`config.mk`:
```
export PLATFORM = sky130hd
export DESIGN_NAME = trace_buf_capture_ctrl
export DESIGN_NICKNAME = d
export VERILOG_FILES = /design/src/rtl/trace_buf_pkg.sv /design/src/rtl/trace_buf_wr_ptr.sv /design/src/rtl/trace_buf_capture_ctrl.sv
export SDC_FILE = /design/constraint.sdc
export NUM_CORES = 1
export LEC_CHECK = 0
export BUFFER_PORTS_ARGS = -buffer_cell sky130_fd_sc_hd__buf_2
export CORE_ASPECT_RATIO = 1.25
export CORE_MARGIN = 1
export CORE_UTILIZATION = 41
export CTS_BUF_LIST = sky130_fd_sc_hd__clkbuf_16
export CTS_CLUSTER_SIZE = 40
export DETAILED_ROUTE_END_ITERATION = 8
export GPL_ROUTABILITY_DRIVEN = 0
export SLEW_MARGIN = 20
export SYNTH_ARGS = -nofsm -noshare
export SYNTH_HDL_FRONTEND = slang
export SYNTH_SLANG_ARGS = --single-unit
```
`constraint.sdc`:
```
create_clock -name clk -period 13.8 [get_ports clk]
set_clock_uncertainty 0.05 [all_clocks]
set_input_delay 2.76 -clock clk [delete_from_list [all_inputs] [get_ports clk]]
set_output_delay 2.76 -clock clk [all_outputs]
set_load 0.01 [all_outputs]
```
`src/rtl/trace_buf_pkg.sv`:
```
// Shared encodings and helpers for the trace-buffer capture controller.
package trace_buf_pkg;

  // Capture mode as presented on the mode input; MODE_RSVD behaves like MODE_CONT
  typedef enum logic [1:0] {
    MODE_CONT    = 2'd0,
    MODE_ONESHOT = 2'd1,
    MODE_TRIG    = 2'd2,
    MODE_RSVD    = 2'd3
  } cap_mode_e;

  // Control FSM state, also exported on the state output
  typedef enum logic [1:0] {
    ST_IDLE = 2'd0,
    ST_RUN  = 2'd1,
    ST_POST = 2'd2,
    ST_DONE = 2'd3
  } cap_state_e;

  // Number of BRAM entries addressed by an address of the given width
  function automatic int unsigned depth_of(input int unsigned addr_width);
    return 32'd1 << addr_width;
  endfunction

endpackage

```
`src/rtl/trace_buf_wr_ptr.sv`:
```
// Write pointer for the trace buffer: owns the next-write address, the
// registered port-A address/enable and the sticky wrap flag.
module trace_buf_wr_ptr
  import trace_buf_pkg::*;
#(
  parameter int ADDR_WIDTH = 15
) (
  input  logic                  clk,
  input  logic                  rstn,
  input  logic                  clear,
  input  logic                  advance,
  output logic [ADDR_WIDTH-1:0] ptr,
  output logic [ADDR_WIDTH-1:0] last,
  output logic [ADDR_WIDTH-1:0] wr_addr,
  output logic                  wr_en,
  output logic                  wrapped
);

  localparam logic [ADDR_WIDTH-1:0] LAST_ADDR = ADDR_WIDTH'(depth_of(ADDR_WIDTH) - 1);

  logic [ADDR_WIDTH-1:0] ptr_q, ptr_d;
  logic [ADDR_WIDTH-1:0] wr_addr_q, wr_addr_d;
  logic                  wr_en_q, wr_en_d;
  logic                  wrapped_q, wrapped_d;

  // Pointer advances on every accepted sample and rewinds to zero on arm; the
  // port-A address only moves when a write actually happens
  always_comb begin
    ptr_d     = ptr_q;
    wr_addr_d = wr_addr_q;
    wr_en_d   = 1'b0;
    wrapped_d = wrapped_q;
    if (clear) begin
      ptr_d     = '0;
      wrapped_d = 1'b0;
    end else if (advance) begin
      ptr_d     = ptr_q + ADDR_WIDTH'(1);
      wr_addr_d = ptr_q;
      wr_en_d   = 1'b1;
      if (ptr_q == LAST_ADDR) begin
        wrapped_d = 1'b1;
      end
    end
  end

  // Pointer and port-A registers with synchronous active-low reset
  always_ff @(posedge clk) begin
    if (!rstn) begin
      ptr_q     <= '0;
      wr_addr_q <= '0;
      wr_en_q   <= 1'b0;
      wrapped_q <= 1'b0;
    end else begin
      ptr_q     <= ptr_d;
      wr_addr_q <= wr_addr_d;
      wr_en_q   <= wr_en_d;
      wrapped_q <= wrapped_d;
    end
  end

  assign ptr     = ptr_q;
  assign last    = ptr_q - ADDR_WIDTH'(1);
  assign wr_addr = wr_addr_q;
  assign wr_en   = wr_en_q;
  assign wrapped = wrapped_q;

endmodule

```
`src/rtl/trace_buf_capture_ctrl.sv`:
```
// Trace-buffer capture controller: arm/stop FSM with continuous, one-shot and
// triggered capture modes, trigger latch, post-trigger counter and a port-B
// read address expressed as a look-back from the newest sample.
module trace_buf_capture_ctrl
  import trace_buf_pkg::*;
#(
  parameter int ADDR_WIDTH   = 15,
  parameter int OFFSET_WIDTH = 32
) (
  input  logic                    clk,
  input  logic                    rstn,
  input  logic                    sample_en,
  input  logic [1:0]              mode,
  input  logic                    arm,
  input  logic                    stop,
  input  logic                    trigger,
  input  logic [ADDR_WIDTH-1:0]   post_trig_len,
  input  logic [OFFSET_WIDTH-1:0] rd_offset,
  output logic [ADDR_WIDTH-1:0]   wr_addr,
  output logic                    wr_en,
  output logic [ADDR_WIDTH-1:0]   rd_addr,
  output logic [1:0]              state,
  output logic                    wrapped,
  output logic                    triggered,
  output logic [ADDR_WIDTH-1:0]   trig_addr,
  output logic                    done
);

  localparam logic [ADDR_WIDTH-1:0] LAST_ADDR = ADDR_WIDTH'(depth_of(ADDR_WIDTH) - 1);

  cap_state_e            state_q, state_d;
  cap_mode_e             mode_q, mode_d;
  logic                  triggered_q, triggered_d;
  logic [ADDR_WIDTH-1:0] trig_addr_q, trig_addr_d;
  logic [ADDR_WIDTH:0]   post_cnt_q, post_cnt_d, post_cnt_inc;
  logic [ADDR_WIDTH-1:0] rd_addr_q, rd_addr_d;
  logic                  done_q, done_d;

  logic [ADDR_WIDTH-1:0] ptr;
  logic [ADDR_WIDTH-1:0] last;
  logic                  accept;
  logic                  arm_go;
  logic                  trig_hit;

  // stop overrides arm, and both pulses suppress a coincident sample so the
  // pointer is never advanced while it is being reset or frozen
  assign arm_go   = arm && !stop;
  assign accept   = sample_en && !arm && !stop
                    && ((state_q == ST_RUN) || (state_q == ST_POST));
  assign trig_hit = trigger && !arm && !stop
                    && (state_q == ST_RUN) && (mode_q == MODE_TRIG);

  assign post_cnt_inc = post_cnt_q + (ADDR_WIDTH+1)'(accept);

  trace_buf_wr_ptr #(
    .ADDR_WIDTH (ADDR_WIDTH)
  ) u_wr_ptr (
    .clk     (clk),
    .rstn    (rstn),
    .clear   (arm_go),
    .advance (accept),
    .ptr     (ptr),
    .last    (last),
    .wr_addr (wr_addr),
    .wr_en   (wr_en),
    .wrapped (wrapped)
  );

  // FSM state register
  always_ff @(posedge clk) begin
    if (!rstn) begin
      state_q <= ST_IDLE;
    end else begin
      state_q <= state_d;
    end
  end

  // Next-state logic: stop and arm act from any state, capture end depends on mode
  always_comb begin
    state_d = state_q;
    if (stop) begin
      state_d = ST_IDLE;
    end else if (arm) begin
      state_d = ST_RUN;
    end else begin
      case (state_q)
        ST_RUN: begin
          if ((mode_q == MODE_ONESHOT) && accept && (ptr == LAST_ADDR)) begin
            state_d = ST_DONE;
          end else if (trig_hit) begin
            state_d = (post_trig_len == '0) ? ST_DONE : ST_POST;
          end
        end
        ST_POST: begin
          if (post_cnt_inc >= {1'b0, post_trig_len}) begin
            state_d = ST_DONE;
          end
        end
        default: begin
        end
      endcase
    end
  end

  // Output and datapath next values: mode latch, trigger capture, post counter, read address
  always_comb begin
    mode_d      = mode_q;
    triggered_d = triggered_q;
    trig_addr_d = trig_addr_q;
    post_cnt_d  = post_cnt_q;
    done_d      = (state_d == ST_DONE);
    rd_addr_d   = last - rd_offset[ADDR_WIDTH-1:0];
    if (arm_go) begin
      mode_d      = cap_mode_e'(mode);
      triggered_d = 1'b0;
      trig_addr_d = '0;
      post_cnt_d  = '0;
    end else begin
      if (trig_hit) begin
        triggered_d = 1'b1;
        trig_addr_d = sample_en ? ptr : last;
      end
      if (state_q == ST_POST) begin
        post_cnt_d = post_cnt_inc;
      end
    end
  end

  // Registers behind every status and read-address output
  always_ff @(posedge clk) begin
    if (!rstn) begin
      mode_q      <= MODE_CONT;
      triggered_q <= 1'b0;
      trig_addr_q <= '0;
      post_cnt_q  <= '0;
      rd_addr_q   <= '0;
      done_q      <= 1'b0;
    end else begin
      mode_q      <= mode_d;
      triggered_q <= triggered_d;
      trig_addr_q <= trig_addr_d;
      post_cnt_q  <= post_cnt_d;
      rd_addr_q   <= rd_addr_d;
      done_q      <= done_d;
    end
  end

  // Only the low address bits of the offset register select a look-back distance
  generate
    if (OFFSET_WIDTH > ADDR_WIDTH) begin : g_offset_hi
      logic unused_offset_hi;
      assign unused_offset_hi = ^rd_offset[OFFSET_WIDTH-1:ADDR_WIDTH];
    end
  endgenerate

  assign state     = state_q;
  assign triggered = triggered_q;
  assign trig_addr = trig_addr_q;
  assign rd_addr   = rd_addr_q;
  assign done      = done_q;

endmodule

```
### Word level (Yosys, flattened, before mapping)

Index checks and enable logic that the tools add are counted.

* register bits after elaboration: 84
* input port bits: 55
* output and inout port bits: 51
* logic and storage cells: 50

* add/sub/neg operators: 4
* $lt $le $gt $ge: 1
* equal/unequal tests: 6
* muxes and demuxes: 9
* bitwise gates (word level): 2
* reduce and logical (&&, ||, !) cells: 17

Operators by type and width (number)
* adder 16 x 1 -> 16 bit: 1
* >= comparator 16 x 15 -> 1 bit: 1
* adder 15 x 1 -> 15 bit, second input constant: 1
* == test 15 bit, second input constant: 1
* logical NOT 15 bit: 1
* two-way mux 15 bit: 1
* subtractor 15 x 1 -> 15 bit, second input constant: 1
* subtractor 15 bit: 1
* logical AND 1 bit: 10
* two-way mux 2 bit: 5
* == test 2 bit, second input constant: 3
* == test 2 x 1 -> 1 bit, second input constant: 2
* case mux 2 bit (2 select lines): 1
* AND reduction 2 bit: 2
* logical NOT 1 bit: 2
* two-way mux 1 bit: 2
* inverter 1 bit: 2
* OR reduction 2 bit: 1
* logical OR 1 bit: 1

### Depth between registers and ports, before layout

Gate-level depths: netlist of run 1.

* depth in word-level cells: 11
* depth in mapped cells: 20
* gate-level depth less buffers: 18

### By module

Synthesis of run 1 repeated with hierarchy kept, for this count alone.

* cells, all modules: 606
* area total of the unflattened synthesis: 5053.6 µm²

Modules (own cells, without submodules)
* trace_buf_capture_ctrl: instances 1, cells each 405, area an instance 3326.9 µm², seq. area each 1041.0 µm²
* trace_buf_wr_ptr: instances 1, cells each 201, area an instance 1726.7 µm², seq. area each 640.6 µm²

### Worst setup path before layout of run 1

Ideal clock, no wire load.

* path kind: input to register
* start: input stop
* end: register done_q, in the netlist done
* setup time: 0.127 ns
* data arrival time: 6.132 ns
* required time: 13.623 ns
* path slack: 7.491 ns
* stages: 17
* buffers on the path: 2
* cell sequence: or4b_1 > buf_2 > inv_2 > clkbuf_1 > ha_1 > ha_1 > nand2_1 > nor2_1 > nand2_1 > nor2_1 > xor2_1 > ha_1 > o211ai_1 > a21oi_1 > a211o_1 > a311oi_1 > a21oi_1

* cells in the longest elaborated chain, start to end: 10
* elaborated cells on any way between the ends: 17
* those cells by class: add/sub (1); order compare (1); eq/ne (1); mux (6); reduce/logical (8)

RTL lines
* start, declared: RTL line trace_buf_capture_ctrl.sv:15 `input logic stop,`
* logical NOT 1 bit: RTL line trace_buf_capture_ctrl.sv:48 `assign accept = sample_en && !arm && !stop`
* logical AND 1 bit: RTL line trace_buf_capture_ctrl.sv:48
* logical AND 1 bit: RTL line trace_buf_capture_ctrl.sv:49 `&& ((state_q == ST_RUN) || (state_q == ST_POST));`
* via accept: RTL line trace_buf_capture_ctrl.sv:41 `logic accept;`
* adder 16 x 1 -> 16 bit: RTL line trace_buf_capture_ctrl.sv:53 `assign post_cnt_inc = post_cnt_q + (ADDR_WIDTH+1)'(accept);`
* via post_cnt_inc[10]: RTL line trace_buf_capture_ctrl.sv:35 `logic [ADDR_WIDTH:0] post_cnt_q, post_cnt_d, post_cnt_inc;`
* >= comparator 16 x 15 -> 1 bit: RTL line trace_buf_capture_ctrl.sv:95 `if (post_cnt_inc >= {1'b0, post_trig_len}) begin`
* two-way mux 2 bit: RTL line trace_buf_capture_ctrl.sv:95
* case mux 2 bit (2 select lines): RTL line trace_buf_capture_ctrl.sv:86 `case (state_q)`
* two-way mux 2 bit: RTL line trace_buf_capture_ctrl.sv:83 `end else if (arm) begin`
* two-way mux 2 bit: RTL line trace_buf_capture_ctrl.sv:81 `if (stop) begin`
* == test 2 bit: RTL line trace_buf_capture_ctrl.sv:111 `done_d = (state_d == ST_DONE);`
* end signal, assigned: RTL line trace_buf_capture_ctrl.sv:144 `done_q <= done_d;`
* end, declared: RTL line trace_buf_capture_ctrl.sv:37 `logic done_q, done_d;`

The timed path passes the listed nets, and every way through them passes these cells.
A chain may end at the register's enable or synchronous reset.

### Worst setup path after layout of run 1

* start: input sample_en
* end: register done_q, in the netlist done

* cells in the longest elaborated chain, start to end: 10
* elaborated cells on any way between the ends: 13
* those cells by class: add/sub (1); order compare (1); eq/ne (1); mux (5); reduce/logical (5)

RTL lines
* start, declared: RTL line trace_buf_capture_ctrl.sv:12 `input logic sample_en,`
* logical AND 1 bit (2 in a row): RTL line trace_buf_capture_ctrl.sv:48
* logical AND 1 bit: RTL line trace_buf_capture_ctrl.sv:49
* adder 16 x 1 -> 16 bit: RTL line trace_buf_capture_ctrl.sv:53
* via post_cnt_inc[10]: RTL line trace_buf_capture_ctrl.sv:35
* >= comparator 16 x 15 -> 1 bit: RTL line trace_buf_capture_ctrl.sv:95
* two-way mux 2 bit: RTL line trace_buf_capture_ctrl.sv:95
* case mux 2 bit (2 select lines): RTL line trace_buf_capture_ctrl.sv:86
* two-way mux 2 bit: RTL line trace_buf_capture_ctrl.sv:83
* two-way mux 2 bit: RTL line trace_buf_capture_ctrl.sv:81
* == test 2 bit: RTL line trace_buf_capture_ctrl.sv:111

The timed path passes the listed nets, and every way through them passes these cells.

==> results.md, run 1 <==
* Clk slew on worst S/H paths at 0.06 ns
* Most common flop cell mapped by yosys: dfxtp_1
* Antenna diodes at 0
* DRC at 0
* Fin crit period at 6.948 ns
* Post-cts sizing count at 0
* Initial antenna violation count at 0
* Die X-Extent at 99.70 um
* Fraction of registers with async set/reset at 0%
* FF-to-FF path depth at 17
* Dpl cell area at 5421 sq um
* Final Cycle Share at 50.35%
* Average size of a mapped cell at 7.903 sq um
* GRT Overall Usage at 20.12%
* Outcome: finished, final reports clean
* Register cell area after layout at 1682 sq um
* Ranking of synthesized cells by area: dfxtp_1 34%, ha_1 9.2%, xnor2_1 6.8%, nor2_1 6.1%, nand2_1 5.6%
* Final hold vios at 0
* Skew-Pair Late Insertion Delay at 0.34 ns
* Total number of vias at 4,368
* Number of iterations in the first detailed-routing pass at 5
* Netlist cell types at 48
* RR Startpoint: state[0]$_SDFF_PN0_
* Buffers on Ports at 88
* Routed wire length at 12.00 mm
* Most repeated library cell on the critical path: ha_1
* WP data required at 13.97 ns
* First-pass GRT wire length at 19.48 mm
* Worst Tran Pin Value at 1.038 ns
* DR WL/cell at 14.09 um
* Hold Crit Start: u_wr_ptr.wr_addr[12]$_SDFFE_PN0P_
* Post-CTS Setup Inserts at 0
* Hold Path Class: flip-flop to flip-flop
* TNS Setup at 0 ns
* Core box area at 11,620 sq um
* HPWL Detailed at 8.995 mm
* CTS tree: built
* DIE HEIGHT at 124.1 um
* Min-Delay Endpoint: u_wr_ptr.wr_addr[12]$_SDFFE_PN0P_
* Hold Crit Depth at 2
* Rows at 44
* Largest stage delay on the critical path at 0.89 ns
* Starting Density at 42.12%
* H-tree Lvls at 3
* TritonCTS buffer count at 9
* Reg2reg end: done$_SDFF_PN0_
* Grt ovf at 0
* Critical path class: primary input to flip-flop
* Reg2reg setup slack at 8.66 ns
* Worst Setup Slack, final at 6.852 ns
* Design Area, Final at 5713 sq um
* Top-area cell type share of the netlist area at 34.37%
* Register area share after synthesis at 34.37%
* Crit-path max FO at 25
* Top cells by count, synth: 84 x dfxtp_1, 80 x nor2_1, 73 x nand2_1, 42 x a21oi_1, 41 x inv_1
* Final Max Tran Viols at 0
* Worst Path Arrival at 7.12 ns
* Most common cell in the netlist: dfxtp_1
* Final setup fails at 0
* Post-synthesis cell count at 619
* Vias in the first global route at 4,077
* Clock buffer depth at 2
* Leak pwr at 0.002429 uW
* Antenna Nets Post-Route at 0
* Synthesis Warnings at 0
* Max-cap violations at 0
* Maximum clock rate at 143.9 MHz
* Number of synthesized flops with an enable pin at 0
* Worst setup SP type: primary input
* Initial drt markers at 182
* Post-synth top area cell: dfxtp_1
* Post-Place Worst Slack at 6.506 ns
* Worst vdd ir at 0.00006738 V
* Slew margin rel. at 30.74%
* Syn Std Cell Area at 4892 sq um
* Area grow syn2layout at 16.78%
* WHS at 0.4052 ns
* Crit-path slowest cell: or4b_1
* Yosys reg bits at 84
* Largest net degree at the start of global routing at 34
* DR vias/cell at 5.127
* RSZ-0062 raised after global routing: no
* Clock sink count at 84
* DIE AREA at 12,380 sq um
* Area occupied by multi-input gates at 2925 sq um
* CP endpoint kind: flip-flop
* Post-Syn Nets at 711
* Fraction of layout instances using a drive strength above 1 at 16.21%
* Fin nets at 778
* Critical path, cell by cell: buf_2 > or4b_1 > inv_2 > ha_1 > ha_1 > nand2_1 > nor2_1 > nand2_1 > nor2_1 > xor2_1 > ha_1 > o211ai_1 > a21oi_1 > a211o_1 > a311oi_1 > a21oi_1
* Root Buffer: clkbuf_16
* CTS Hold Buffers Added at 0
* Num ports at 106
* Pwr Density at 94.42 nW/um^2
* Fillers at 1,167
-- worst max-delay path by stage --
stage	cells after the start	end	slack [ns]	start
4_1_cts	16	done$_SDFF_PN0_	6.85	sample_en
2_1_floorplan	17	done$_SDFF_PN0_	7.49	stop
5_1_grt	16	state[0]$_SDFF_PN0_	6.44	sample_en
3_3_place_gp	16	done$_SDFF_PN0_	6.52	sample_en
6_report	16	done$_SDFF_PN0_	6.85	sample_en
3_5_place_dp	16	done$_SDFF_PN0_	6.51	sample_en
-- kinds of logic (layout without fill, tap and decap cells) --
family                   after synthesis  in the layout  synth area share [%]
AO/OA/AOI/OAI                        104            104                 13.25
XOR/XNOR                              68             68                 12.17
adder cells (fa/ha/maj)               37             37                 9.616
buffers and inverters                 76            148                 5.934
flip-flops                            84             84                 34.37
multiplexers                           5              5                 1.023
AND/OR/NAND/NOR                      245            245                 23.63
-- power by group --
group          switching [uW]  internal (uW)
Sequential               1.45            247
Combinational            31.2           21.5
Clock                    98.8            140
Total                     131            408
-- through the flow --
step / instances / total power, uW / utilization (%)
2_1_floorplan: 619 / 288.2 / -
3_3_place_gp: 836 / 305.6 / 46.67
3_5_place_dp: 836 / 306.6 / 46.67
4_1_cts: 852 / 545.7 / 49.18
5_1_grt: 852 / 561.2 / 49.18
6_report: 852 / 539.4 / 49.18
-- flip-flops by register name (all words and copies together), names as in the netlist --
signal	count
mode_q	2
u_wr_ptr.wr_addr	15
u_wr_ptr.wr_en	1
rd_addr	15
u_wr_ptr.ptr	15
u_wr_ptr.wrapped	1
state	2
done	1
trig_addr	15
triggered	1
post_cnt_q	16
-- area by class of cell --
type / instances / area share [%]
clock buffers: 9 / 3.942
clock inverters: 7 / 1.161
inverters: 42 / 2.760
multi-input cells: 459 / 51.20
flip-flops and latches: 84 / 29.43
well taps: 161 / 3.526
repair buffers: 90 / 7.972
-- cell usage in the layout, fill, tap and decap left out, types with 16 or more instances in the layout --
cell type	n
o21ai_0	16
buf_2	88
a211oi_1	18
nand2_1	73
a21oi_1	42
nor2_1	80
nand3_1	19
xnor2_1	38
dfxtp_1	84
ha_1	36
xor2_1	30
inv_1	41
-- metal layers --
metal	up-vias	wire (um)	track usage, %
met4	0	182	7.445
met5	-	0	0
met1	2019	5287	23.93
met3	12	420	3.086
li1	2247	-	-
met2	90	6113	36.42
-- worst max-delay path, delay by kind of cell --
kind / cells / cell delay, ns
adders and majority gates: 3 / 0.82
buffers and inverters: 2 / 0.71
AOI/OAI and AO/OA: 5 / 0.94
and+or+nand+nor: 5 / 1.70
xor gates and xnor gates: 1 / 0.16
(Power assumes the default switching activity.)
==> run 2, diff against run 1 <==
- PLACE_DENSITY: not set -> 0.65
- clock period: 13.8 -> 5.7 ns (I/O delays scaled with it)
==> run 2 against run 1 <==
Sequential power is 140% higher. Final cell count is 0.23% higher. Clock-buffer cell count stayed put. Core utilization is 0.54 points higher. Register-to-register slack worse by 7.3 ns. Via count is 0.14% higher. Die area stayed put. Wire length is 2.4% lower. Clock power grew to 2.7 times the previous value. Largest cell class unchanged.
==> results.md, run 2 (synthesis results as in run 1) <==
* First-pass GRT wire length at 19.29 mm
* Hold Path Class: flip-flop to flip-flop
* Clock buffer depth at 2
* Area grow syn2layout at 18.06%
* CTS Hold Buffers Added at 0
* CP endpoint kind: flip-flop
* Crit-path slowest cell: or4b_1
* Largest register FFs at 16
* TNS Setup at 0 ns
* Post-Place Worst Slack at 0.8890 ns
* Num ports at 106
* DR vias/cell at 5.122
* Root Buffer: clkbuf_16
* Clock sink count at 84
* Maximum clock rate at 222.7 MHz
* Antenna Nets Post-Route at 0
* H-tree Lvls at 3
* Final setup fails at 0
* Post-cts sizing count at 0
* Fraction of layout instances using a drive strength above 1 at 16.45%
* Skew-Pair Late Insertion Delay at 0.33 ns
* DRC at 0
* Die X-Extent at 99.70 um
* DR WL/cell at 13.72 um
* Largest stage delay on the critical path at 0.52 ns
* RSZ-0062 raised after global routing: no
* GRT busiest layer: met2
* Outcome: finished, final reports clean
* GRT Overall Usage at 19.79%
* Post-CTS Setup Inserts at 0
* Starting Density at 42.12%
* Fin nets at 781
* Core box area at 11,620 sq um
* Largest Register: post_cnt_q
* DIE AREA at 12,380 sq um
* Most repeated library cell on the critical path: ha_1
* Routed wire length at 11.72 mm
* Final core occ at 49.72%
* Largest net degree at the start of global routing at 34
* Commonest cells after routing, fill and taps aside: 88 x buf_2, 84 x dfxtp_1, 80 x nor2_1
* Met1 GRT Util at 23.69%
* Final Max Tran Viols at 0
* Final hold vios at 0
* Delay-heaviest family, CP: simple AND/OR/NAND/NOR gates
* Grt ovf at 0
* Antenna diodes at 0
* HPWL Detailed at 8.899 mm
* Number of iterations in the first detailed-routing pass at 5
* Met2 Track Usage GR at 35.43%
* Cells after DPL at 839
* Critical path, cell by cell: buf_2 > or4b_1 > inv_2 > ha_1 > ha_1 > nand2_1 > nor2_1 > nand2_1 > nor2_1 > xor2_1 > ha_1 > o211ai_1 > a21oi_1 > a211o_1 > a311oi_1 > a21oi_1
* Worst setup SP type: primary input
* Max-cap violations at 0
* Final Cycle Share at 78.77%
* WP data required at 5.86 ns
* DIE HEIGHT at 124.1 um
* Total number of vias at 4,374
* WP buf/inv at 2
* Clk slew on worst S/H paths at 0.06 ns
* Pwr Density at 239.0 nW/um^2
* Worst vdd ir at 0.0001479 V
* Initial antenna violation count at 0
* Initial drt markers at 179
* CTS tree: built
* Vias in the first global route at 4,136
* Worst Path Arrival at 4.65 ns
* Buffers on Ports at 88
* Worst Tran Pin Value at 1.055 ns
* TritonCTS buffer count at 9
* Layout Cells excl Fill at 854
* WHS at 0.4036 ns
* Worst Setup Slack, final at 1.210 ns
* Most common cell after layout, fill and taps aside: buf_2
* Critical path class: primary input to flip-flop
* Crit-path max FO at 15
* Slew margin rel. at 29.60%
* Met3 track utilization from global routing at 3.479%
* Leak pwr at 0.002470 uW
* Fin crit period at 4.490 ns
* Rows at 44
run 2: area by class of cell:
type	instances	area, sq um
inverters	42	157.7
well taps	161	201.4
multi-input cells	459	2925
flip-flops and latches	84	1682
clock buffers	9	225.2
repair buffers	93	478.0
clock inverters	6	106.4
fillers	1122	5841
run 2: worst min-delay path, cell delays in order (launching register included):
cell and delay [ns]:
dfxtp_1 0.31, nand2_1 0.05, a21oi_1 0.05
run 2: path summary, 6_finish.rpt:
check,endpoint,slack (ns),from,cells past startpoint
worst min register to register,u_wr_ptr.wr_addr[0]$_SDFFE_PN0P_,0.40,u_wr_ptr.wr_addr[0]$_SDFFE_PN0P_,2
worst min-delay path,u_wr_ptr.wr_addr[0]$_SDFFE_PN0P_,0.40,u_wr_ptr.wr_addr[0]$_SDFFE_PN0P_,2
worst max-delay path,done$_SDFF_PN0_,1.21,sample_en,16
worst max register to register,done$_SDFF_PN0_,1.37,state[0]$_SDFF_PN0_,17
run 2: per-stage QoR:
| step | area [sq um] | total power, uW |
|---|---|---|
| final | 5776 | 1380 |
| after global routing | 5776 | 1438 |
| after CTS | 5776 | 1398 |
| after detailed placement | 5444 | 742.0 |
| after global placement | 5444 | 739.6 |
| after floorplan | 4892 | 697.8 |
run 2: layer usage:
| layer | share of wire, % | up-vias | wire [um] |
|---|---|---|---|
| li1 | - | 2250 | - |
| met1 | 43 | 2010 | 5081 |
| met2 | 51 | 98 | 5941 |
| met3 | 4.2 | 16 | 488 |
| met4 | 1.7 | 0 | 204 |
| met5 | 0 | - | 0 |
run 2: report_power, final:
group          switching [uW]  internal [uW]  leakage (uW)  total, uW
Clock                     227            423      0.000168        650
Combinational            75.5           52.5       0.00162        128
Sequential               3.94            598      0.000681        602
Total                     307           1070       0.00247       1380
